$ cat src/rtl/fxp_vector_converter.sv
`default_nettype none
`timescale 1ns/1ps
// +----------------------------------------------------------------------------+
// | Module      : fxp_vector_converter                                         |
// | Description : Streaming signed fixed-point format converter for D-element  |
// |               vectors. One element per beat over valid/ready, 2-stage      |
// |               pipeline (scale/round, then clamp-or-wrap), per-vector       |
// |               framing and saturation counting.                             |
// | Ports       : clk_i, rst_i      - clock, synchronous active-high reset     |
// |               round_i, sat_en_i - rounding / saturation mode, sampled at   |
// |                                   element 0 and held for the vector        |
// |               in_*              - input element stream (valid/ready/data)  |
// |               out_*             - converted element stream with last flag, |
// |                                   per-element clip flag                    |
// |               sat_count_o       - clipped elements of the vector, shown    |
// |                                   on the last beat only                    |
// | Revision    : 1.0 - initial release                                        |
// +----------------------------------------------------------------------------+
module fxp_vector_converter #(
  parameter int IN_W    = 8,
  parameter int IN_EXP  = -3,
  parameter int OUT_W   = 9,
  parameter int OUT_EXP = 0,
  parameter int D       = 16
) (
  input  logic                     clk_i,
  input  logic                     rst_i,
  input  logic                     round_i,
  input  logic                     sat_en_i,
  input  logic                     in_valid_i,
  output logic                     in_ready_o,
  input  logic [IN_W-1:0]          in_data_i,
  output logic                     out_valid_o,
  input  logic                     out_ready_i,
  output logic [OUT_W-1:0]         out_data_o,
  output logic                     out_last_o,
  output logic                     out_sat_o,
  output logic [$clog2(D+1)-1:0]   sat_count_o
);

  // Scaling geometry. The internal width carries the full shifted value plus
  // one guard bit so the rounding bias can never overflow.
  localparam int c_shift     = IN_EXP - OUT_EXP;
  localparam int c_abs_shift = (c_shift < 0) ? -c_shift : c_shift;
  localparam int c_int_w     = IN_W + c_abs_shift + 1;
  // Compare width is strictly wider than both the internal and output widths
  // so the clamp limits are representable as signed values.
  localparam int c_cmp_w     = ((c_int_w > OUT_W) ? c_int_w : OUT_W) + 1;
  localparam int c_idx_w     = $clog2(D);
  localparam int c_cnt_w     = $clog2(D + 1);
  // Half an output LSB, only meaningful when bits are shifted out.
  localparam int c_half_int  = (c_shift < 0) ? (2 ** (c_abs_shift - 1)) : 0;

  localparam logic signed [c_int_w-1:0] c_half     = c_int_w'(c_half_int);
  localparam logic [c_idx_w-1:0]        c_last_idx = c_idx_w'(D - 1);
  localparam logic signed [c_cmp_w-1:0] c_max =
    {{(c_cmp_w - OUT_W + 1){1'b0}}, {(OUT_W - 1){1'b1}}};
  localparam logic signed [c_cmp_w-1:0] c_min =
    {{(c_cmp_w - OUT_W + 1){1'b1}}, {(OUT_W - 1){1'b0}}};

  // Handshake / element counter / mode latch
  logic [c_idx_w-1:0] r_idx;
  logic               r_mode_round;
  logic               r_mode_sat;
  logic               w_accept;
  logic               w_s1_load;
  logic               w_s2_load;
  logic               w_round;
  logic               w_sat;

  // Stage 1
  logic signed [c_int_w-1:0] w_ext;
  logic signed [c_int_w-1:0] w_biased;
  logic signed [c_int_w-1:0] w_scaled;
  logic                      r_s1_valid;
  logic signed [c_int_w-1:0] r_s1_data;
  logic                      r_s1_last;
  logic                      r_s1_sat_mode;

  // Stage 2
  logic signed [c_cmp_w-1:0] w_wide;
  logic                      w_over;
  logic                      w_under;
  logic [OUT_W-1:0]          w_out_data;
  logic                      w_out_sat;
  logic [c_cnt_w-1:0]        w_acc_next;
  logic                      r_out_valid;
  logic [OUT_W-1:0]          r_out_data;
  logic                      r_out_last;
  logic                      r_out_sat;
  logic [c_cnt_w-1:0]        r_sat_count;
  logic [c_cnt_w-1:0]        r_sat_acc;

  assign w_s2_load  = !r_out_valid || out_ready_i;
  assign w_s1_load  = !r_s1_valid || w_s2_load;
  assign in_ready_o = w_s1_load;
  assign w_accept   = in_valid_i && w_s1_load;

  // Element 0 uses the live mode pins; later elements use the value latched
  // when element 0 was accepted, so mid-vector changes wait for the next one.
  assign w_round = (r_idx == '0) ? round_i  : r_mode_round;
  assign w_sat   = (r_idx == '0) ? sat_en_i : r_mode_sat;

  assign w_ext    = {{(c_abs_shift + 1){in_data_i[IN_W-1]}}, in_data_i};
  assign w_biased = w_ext + (w_round ? c_half : {c_int_w{1'b0}});

  generate
    if (c_shift >= 0) begin : g_shift_left
      assign w_scaled = w_biased <<< c_abs_shift;
    end else begin : g_shift_right
      assign w_scaled = w_biased >>> c_abs_shift;
    end
  endgenerate

  always_ff @(posedge clk_i) begin
    if (rst_i) begin
      r_idx         <= '0;
      r_mode_round  <= 1'b0;
      r_mode_sat    <= 1'b0;
      r_s1_valid    <= 1'b0;
      r_s1_data     <= '0;
      r_s1_last     <= 1'b0;
      r_s1_sat_mode <= 1'b0;
    end else begin
      if (w_accept) begin
        r_idx <= (r_idx == c_last_idx) ? '0 : r_idx + 1'b1;
        if (r_idx == '0) begin
          r_mode_round <= round_i;
          r_mode_sat   <= sat_en_i;
        end
      end
      if (w_s1_load) begin
        r_s1_valid <= in_valid_i;
        if (in_valid_i) begin
          r_s1_data     <= w_scaled;
          r_s1_last     <= (r_idx == c_last_idx);
          r_s1_sat_mode <= w_sat;
        end
      end
    end
  end

  assign w_wide  = {{(c_cmp_w - c_int_w){r_s1_data[c_int_w-1]}}, r_s1_data};
  assign w_over  = (w_wide > c_max);
  assign w_under = (w_wide < c_min);

  always_comb begin
    w_out_data = w_wide[OUT_W-1:0];
    w_out_sat  = 1'b0;
    if (r_s1_sat_mode) begin
      if (w_over) begin
        w_out_data = c_max[OUT_W-1:0];
        w_out_sat  = 1'b1;
      end else if (w_under) begin
        w_out_data = c_min[OUT_W-1:0];
        w_out_sat  = 1'b1;
      end
    end
  end

  assign w_acc_next = r_sat_acc + {{(c_cnt_w - 1){1'b0}}, w_out_sat};

  // The accumulator restarts from zero in the same cycle the last beat is
  // loaded, so an element 0 following directly behind is counted afresh.
  always_ff @(posedge clk_i) begin
    if (rst_i) begin
      r_out_valid <= 1'b0;
      r_out_data  <= '0;
      r_out_last  <= 1'b0;
      r_out_sat   <= 1'b0;
      r_sat_count <= '0;
      r_sat_acc   <= '0;
    end else if (w_s2_load) begin
      r_out_valid <= r_s1_valid;
      if (r_s1_valid) begin
        r_out_data <= w_out_data;
        r_out_last <= r_s1_last;
        r_out_sat  <= w_out_sat;
        if (r_s1_last) begin
          r_sat_count <= w_acc_next;
          r_sat_acc   <= '0;
        end else begin
          r_sat_count <= '0;
          r_sat_acc   <= w_acc_next;
        end
      end else begin
        r_out_last  <= 1'b0;
        r_out_sat   <= 1'b0;
        r_sat_count <= '0;
      end
    end
  end

  assign out_valid_o = r_out_valid;
  assign out_data_o  = r_out_data;
  assign out_last_o  = r_out_last;
  assign out_sat_o   = r_out_sat;
  assign sat_count_o = r_sat_count;

endmodule
`default_nettype wire

$ cat config.mk
export PLATFORM = sky130hd
export DESIGN_NAME = fxp_vector_converter
export DESIGN_NICKNAME = d
export VERILOG_FILES = /design/src/rtl/fxp_vector_converter.sv
export SDC_FILE = /design/constraint.sdc
export NUM_CORES = 1
export LEC_CHECK = 0
export ABC_AREA = 1
export ABC_CLOCK_PERIOD_IN_PS = 3400
export BUFFER_PORTS_ARGS = -buffer_cell sky130_fd_sc_hd__buf_2
export CORE_UTILIZATION = 59
export CTS_BUF_LIST = sky130_fd_sc_hd__clkbuf_8
export DETAILED_ROUTE_END_ITERATION = 10
export PLACE_DENSITY_LB_ADDON = 0.05
export SKIP_CTS_REPAIR_TIMING = 1
export SLEW_MARGIN = 15
export SYNTH_ARGS = -nofsm -noshare
export SYNTH_HDL_FRONTEND = slang
export SYNTH_SLANG_ARGS = --single-unit
export TNS_END_PERCENT = 10
$ cat constraint.sdc
create_clock -name clk_i -period 3.4 [get_ports clk_i]
set_clock_uncertainty 0.1 [all_clocks]
set_input_delay 0.68 -clock clk_i [delete_from_list [all_inputs] [get_ports clk_i]]
set_output_delay 0.68 -clock clk_i [all_outputs]
set_load 0.05 [all_outputs]
== Yosys cells after proc, flatten, opt, wreduce, memory -nomap -nowiden ==
Index checks and enable logic that the tools add are counted.
Word-level totals
  bits in registers: 37
  input bits: 14
  output and inout bits: 18
  word-level logic and storage cells: 42
Operators by class
  add/sub/neg operators: 3
  magnitude comparators: 2
  equality and inequality tests: 1
  mux-type cells: 15
  reductions and logical operators: 8
Operator list (number)
  $mux W9: 3
  $mux W5: 3
  $add A8 B4 Y9: 1
  $gt A6 B9 Y1 const B: 1
  $lt A6 B9 Y1 const B: 1
  $mux W1: 7
  $add A5 B1 Y5: 1
  $add A4 B1 Y4 const B: 1
  $eq A4 B4 Y1 const B: 1
  $logic_not A4 Y1: 1
  $mux W4: 1
  $reduce_and A2 Y1: 2
  $mux W3: 1
  $logic_not A1 Y1: 2
  $logic_or A1 B1 Y1: 2
  $logic_and A1 B1 Y1: 1

== Logic depth before layout (Yosys ltp) ==
Gate-level depths: netlist of run 1.
  depth after elaboration: 7
  mapped depth: 11
  gate-level depth less buffers: 11

== Worst setup path before layout of run 1 ==
OpenSTA, ideal clock, no wires.
  kind: reg2out
  start point: reg r_out_valid, in the netlist out_valid_o
  end point: out in_ready_o
  arrival: 1.137 ns
  data required time: 2.620 ns
  slack: 1.483 ns
  stages on the path, launching flop included: 4
  path buffers: 0
  cells stage by stage: dfxtp_1 > inv_1 > nor2_4 > nand2_4
Between the ends
  longest elaborated chain between the ends: 3
RTL lines
  start: declaration: line 87  | logic r_out_valid;
  start signal: assignment: line 174  | r_out_valid <= r_s1_valid;
  $logic_not A1 Y1: line 94  | assign w_s2_load = !r_out_valid || out_ready_i;
  $logic_or A1 B1 Y1: line 94
  $logic_or A1 B1 Y1: line 95  | assign w_s1_load = !r_s1_valid || w_s2_load;
  end: declaration: line 31  | output logic in_ready_o,
Every way passes these cells.

== Worst setup path in the final report of run 1 ==
  start point: in out_ready_i
  end point: out in_ready_o
Between the ends
  longest elaborated chain between the ends: 2
RTL lines
  start: declaration: line 34  | input logic out_ready_i,
  $logic_or A1 B1 Y1: line 94
  $logic_or A1 B1 Y1: line 95
Every way passes these cells.

==> results.sh, run 1 <==
export IMPL_wl_per_cell_um=11.51
export IMPL_cts_clk_slew_worst_paths_ns=0.07
export IMPL_p_seq_frac=0.435
export IMPL_syn_avg_cell_area_um2=7.776
export IMPL_synth_nets=205
export IMPL_synthArstFlopShare=0
export IMPL_syn_inst=186
export IMPL_antenna_cells=0
export IMPL_initial_utilization=0.6415
export IMPL_dp_hpwl_um=2000
export IMPL_critPathRequiredTime_ns=2.62
export IMPL_p_per_area_mw_per_mm2=551.2
export IMPL_startpoint="out_ready_i"
export IMPL_min_to="out_sat_o"
export IMPL_grtUsageTotal=0.2374
export IMPL_arrival_ns=1.37
export IMPL_syn2layout_area_growth_pct=18.25
export IMPL_regToRegSetupSlack_ns=1.61
export IMPL_dpl_cell_count=235
export IMPL_synth_cell_type_count=26
export IMPL_p_switching_uw=221.4
export IMPL_io_buffers=28
export IMPL_hp_class="reg2reg"
export IMPL_pwr_share_comb=0.104
export IMPL_core_mm2=0.002255
export IMPL_finalWirelength_um=2797
export IMPL_fill_cells=170
export IMPL_ir_drop_v=0.0004679
export IMPL_rsz0062_at_grt="false"
export IMPL_run_status="finished, final reports clean"
export IMPL_worstPathMaxFanout=9
export IMPL_num_rows=17
export IMPL_finalCriticalPeriod_ns=2.148
export IMPL_cp_end_kind="primary output"
export IMPL_final_cell_mix="nand2_1 (43), dfxtp_1 (33), buf_2 (28)"
export IMPL_drtAntennaViolNets=0
export IMPL_final_common_cell="nand2_1"
export IMPL_finalHoldViolations=0
export IMPL_nets=233
export IMPL_clkPwrFrac=0.461
export IMPL_firstDrtPassIters=4
export IMPL_drt_iter0_drc=17
export IMPL_instances_no_fill=243
export IMPL_cp_start_kind="input pin"
export IMPL_synth_edff_count=0
export IMPL_gp_congestion=0.8300
export IMPL_r2r_end="r_s1_data[3]"
export IMPL_final_setup_viol_count=0
export IMPL_clkSinkCount=33
export IMPL_drc=0
export IMPL_clock_path_buffers=2
export IMPL_holdPathStages=2
export IMPL_crit_type="in2out"
export IMPL_switching_share=0.2348
export IMPL_htreeDepth=2
export IMPL_root_buffer="clkbuf_8"
export IMPL_drive_gt1_frac=0.2093
export IMPL_ys_ff_latch=33
export IMPL_via_count=1285
export IMPL_worstHoldStart="out_sat_o"
export IMPL_cap_violations=0
export IMPL_r2r_cells=11
export IMPL_mappedNetlistArea_mm2=0.001446
export IMPL_drv_slew=0
export IMPL_cts_buffers=5
export IMPL_yosys_warnings=0
export IMPL_io_pins=32
export IMPL_ys_seq_area_frac=0.4567
export IMPL_timing_fmax_mhz=465.6
export IMPL_viasPerCell=5.288
export IMPL_cts_tree="yes"
export IMPL_grt_overflow=0
export IMPL_p_int_uw=721.4
export IMPL_antenna_found_initial=0
export IMPL_fp_dieW_um=51.51
export IMPL_clock_latency_ns=0.28
export IMPL_grt_pass1_wl_um=4698
export IMPL_crit_reg2reg_launch="r_idx[0]"
export IMPL_p_leak_nw=0.7858
export IMPL_die_area_mm2=0.002653
export IMPL_fp_dieH_um=51.51
export IMPL_grt_pass1_vias=1199
export IMPL_synth_flop_cell="dfxtp_1"
export IMPL_setup_tns_final_ns=0
export IMPL_period_share=0.6318
export IMPL_grt_max_degree=23
[flip-flops by register name, summed over array words and instances (netlist names)]
register	count
sat_count_o	5
out_last_o	1
r_sat_acc	5
out_sat_o	1
r_s1_last	1
r_idx	4
r_s1_valid	1
out_data_o	7
out_valid_o	1
r_mode_round	1
r_s1_data	6
[worst max-delay path by stage]
stage and to:
3_5_place_dp in_ready_o, 3_3_place_gp in_ready_o, 4_1_cts in_ready_o, 2_1_floorplan in_ready_o, 6_report in_ready_o, 5_1_grt in_ready_o
[through the flow]
| stage | worst slack (ns) | utilization | hold slack [ns] | instance area (um^2) | power (mW) |
|---|---|---|---|---|---|
| global route | 1.202 | 0.7586 | 0.3701 | 1710 | 0.9769 |
| floorplan | 1.483 | - | 0.3296 | 1446 | 0.4927 |
| CTS | 1.250 | 0.7586 | 0.3508 | 1710 | 0.9479 |
| detailed placement | 1.246 | 0.6992 | 0.3395 | 1577 | 0.5162 |
| global placement | 1.260 | 0.6992 | 0.3330 | 1577 | 0.5119 |
| finish | 1.252 | 0.7586 | 0.3479 | 1710 | 0.9428 |
[worst max-delay path: stages]
cell and delay [ns]:
buf_2 0.11, nor2_4 0.23, nand2_4 0.11, buf_2 0.23
[layout make-up]
cell class	instances	area (um^2)	area share
multi-input combinational	128	668.1	0.3906
tap	28	35.03	0.02048
clock inverter	3	65.06	0.03804
clock buffer	5	68.82	0.04023
sequential	33	660.6	0.3862
timing repair buffer	28	140.1	0.08193
inverter	18	72.57	0.04243
[per-layer routing]
layer  GRT usage  wire length (um)  up-vias
met1      0.2606              1208      592
met3     0.06433               121        6
met4      0.1171                54        0
li1            -                 -      657
met2      0.4177              1412       30
met5           0                 0        -
[cells by family (layout without fill, tap and decap cells)]
logic type | after synthesis | in the layout | synth area share
compound gates | 38 | 38 | 0.1358
buf+inv | 25 | 54 | 0.08131
xor+xnor | 4 | 4 | 0.02423
simple gates | 80 | 80 | 0.2560
flops | 33 | 33 | 0.4567
other cells | 1 | 1 | 0.002593
fa+ha+maj | 5 | 5 | 0.04325
[cell usage after synthesis (2+ instances only)]
cell	count	area [um^2]
nor3_1	3	15.01
ha_1	5	62.56
clkbuf_1	3	11.26
nand2_1	43	161.4
dfxtp_1	33	660.6
a21oi_1	25	125.1
xnor2_1	3	26.28
nand2_2	2	12.51
nand2_4	2	22.52
nand4_1	2	12.51
buf_4	3	22.52
inv_1	16	60.06
nand3_1	7	35.03
nor2_1	18	67.56
o21ai_0	10	50.05
[power by group through the flow]
stage	logic, mW	registers (mW)	clock network, mW
floorplan	0.0562	0.436	0
global placement	0.0941	0.418	0
detailed placement	0.0977	0.419	0
CTS	0.0987	0.410	0.439
global route	0.109	0.412	0.456
finish	0.0982	0.410	0.435
(Power assumes the default switching activity.)
==> run 2, diff against run 1 <==
ABC_CLOCK_PERIOD_IN_PS = 2100   (was 3400)
CORE_UTILIZATION = 55   (was 59)
clock period = 2.1 ns   (was 3.4 ns; I/O delays follow)
==> run 2 against run 1 <==
Effect of this change: sequential share of layout area grew 0.96 points; design area shrank 2.4%; non-clock buffer count grew 1; core utilization shrank 8.5 points; cell count grew 1.2%; register-to-register slack lost 1.3 ns; critical endpoint unchanged; largest cell class unchanged; largest power group is now sequential cells.
==> results.sh, run 2 (synthesized netlist as in run 1, its figures left out) <==
export IMPL_fill_cells=240
export IMPL_r2r_cells=11
export IMPL_cp_end_kind="primary output"
export IMPL_cap_violations=0
export IMPL_setup_tns_final_ns=0
export IMPL_final_common_cell="nand2_1"
export IMPL_nets=234
export IMPL_drc=0
export IMPL_grt_max_degree=22
export IMPL_drt_iter0_drc=22
export IMPL_num_rows=18
export IMPL_largest_reg_flops=7
export IMPL_htreeDepth=2
export IMPL_syn2layout_area_growth_pct=15.40
export IMPL_clkSinkCount=33
export IMPL_grt_overflow=0
export IMPL_core_mm2=0.002477
export IMPL_io_buffers=28
export IMPL_cts_buffers=5
export IMPL_final_area_mm2=0.001669
export IMPL_wl_per_cell_um=11.17
export IMPL_pre_cts_slack_ns=0.3646
export IMPL_io_pins=32
export IMPL_timing_fmax_mhz=561.0
export IMPL_antenna_found_initial=0
export IMPL_drv_slew=0
export IMPL_seq_area_um2=660.6
export IMPL_grt_pass1_vias=1098
export IMPL_fp_dieH_um=53.28
export IMPL_finalWirelength_um=2749
export IMPL_worst_slack_ns=0.3176
export IMPL_cts_clk_slew_worst_paths_ns=0.07
export IMPL_worstHoldStart="in_data_i[7]"
export IMPL_arrival_ns=1.26
export IMPL_grt_pass1_wl_um=4422
export IMPL_clock_path_buffers=2
export IMPL_final_setup_viol_count=0
export IMPL_crit_reg2reg_launch="r_idx[0]"
export IMPL_holdPathStages=3
export IMPL_firstDrtPassIters=4
export IMPL_run_status="finished, final reports clean"
export IMPL_grtUsageTotal=0.2248
export IMPL_fp_dieW_um=53.28
export IMPL_via_count=1249
export IMPL_rsz0062_at_grt="false"
export IMPL_p_per_area_mw_per_mm2=765.5
export IMPL_drive_gt1_frac=0.2083
export IMPL_root_buffer="clkbuf_8"
export IMPL_antenna_cells=0
export IMPL_finalCriticalPeriod_ns=1.782
export IMPL_gp_congestion=0.8033
export IMPL_finalHoldViolations=0
export IMPL_ir_drop_v=0.0006830
export IMPL_r2r_end="r_s1_data[3]"
export IMPL_hp_class="in2reg"
export IMPL_p_leak_nw=0.7716
export IMPL_min_to="r_s1_data[5]"
export IMPL_whs_ns=0.3016
export IMPL_viasPerCell=5.077
export IMPL_cts_tree="yes"
export IMPL_critPathRequiredTime_ns=1.58
export IMPL_clock_latency_ns=0.29
export IMPL_total_power_mw=1.278
export IMPL_regToRegSetupSlack_ns=0.34
export IMPL_dpl_cell_area_mm2=0.001587
export IMPL_initial_utilization=0.5838
export IMPL_crit_type="reg2out"
export IMPL_drtAntennaViolNets=0
export IMPL_dp_hpwl_um=1915
export IMPL_final_cell_mix="nand2_1 (43), dfxtp_1 (33), buf_2 (28)"
export IMPL_cp_start_kind="register"
export IMPL_multi_input_area_um2=668.1
export IMPL_period_share=0.8488
export IMPL_worstPathMaxFanout=9
export IMPL_die_area_mm2=0.002839
-- run 2: cell count changes in the layout (fill, tap and decap cells not counted) --
cell and delta:
buf_4 +1, inv_1 +1, clkinv_2 +1, bufinv_16 -2
-- run 2: per-stage QoR --
step	instances	util
after global routing	246	0.6737
after global placement	238	0.6404
after CTS	246	0.6737
final	246	0.6737
after floorplan	186	-
after detailed placement	238	0.6404
-- run 2: report_power, final --
part	leakage (nW)	total (mW)	switching (mW)	internal, mW
logic	0.453	0.159	0.112	0.0470
registers	0.269	0.664	0.0130	0.651
clock network	0.0491	0.455	0.231	0.224
total	0.772	1.28	0.355	0.922
-- run 2: cell type report --
type	instances	area share
Clock buffer	5	0.04123
Clock inverter	3	0.008246
Inverter	18	0.04348
Multi-Input combinational cell	128	0.4003
Sequential cell	33	0.3958
Tap cell	30	0.02249
Timing Repair Buffer	29	0.08846
-- run 2: layer usage --
layer / vias up / part of all wire / track usage / wire [um]
li1: 653 / - / - / -
met1: 565 / 0.47 / 0.2470 / 1292
met2: 25 / 0.47 / 0.3646 / 1283
met3: 6 / 0.045 / 0.09483 / 125
met4: 0 / 0.017 / 0.1140 / 47
met5: - / 0 / 0 / 0
-- run 2: worst max path at each step --
| stage | from | end | slack [ns] | depth (start not counted) |
|---|---|---|---|---|
| 5_1_grt | r_idx[0] | r_s1_data[3] | 0.14 | 11 |
| 3_3_place_gp | r_idx[0] | r_s1_data[3] | 0.38 | 11 |
| 4_1_cts | out_valid_o | in_ready_o | 0.31 | 4 |
| 3_5_place_dp | r_idx[0] | r_s1_data[3] | 0.36 | 11 |
| 6_report | out_valid_o | in_ready_o | 0.32 | 4 |
| 2_1_floorplan | out_valid_o | r_idx[3] | 0.34 | 8 |
-- run 2: worst max-delay path, stage by stage, from the launching register on --
cell and delay, ns:
dfxtp_1 0.32, inv_1 0.07, nor2_4 0.24, nand2_4 0.12, buf_2 0.23
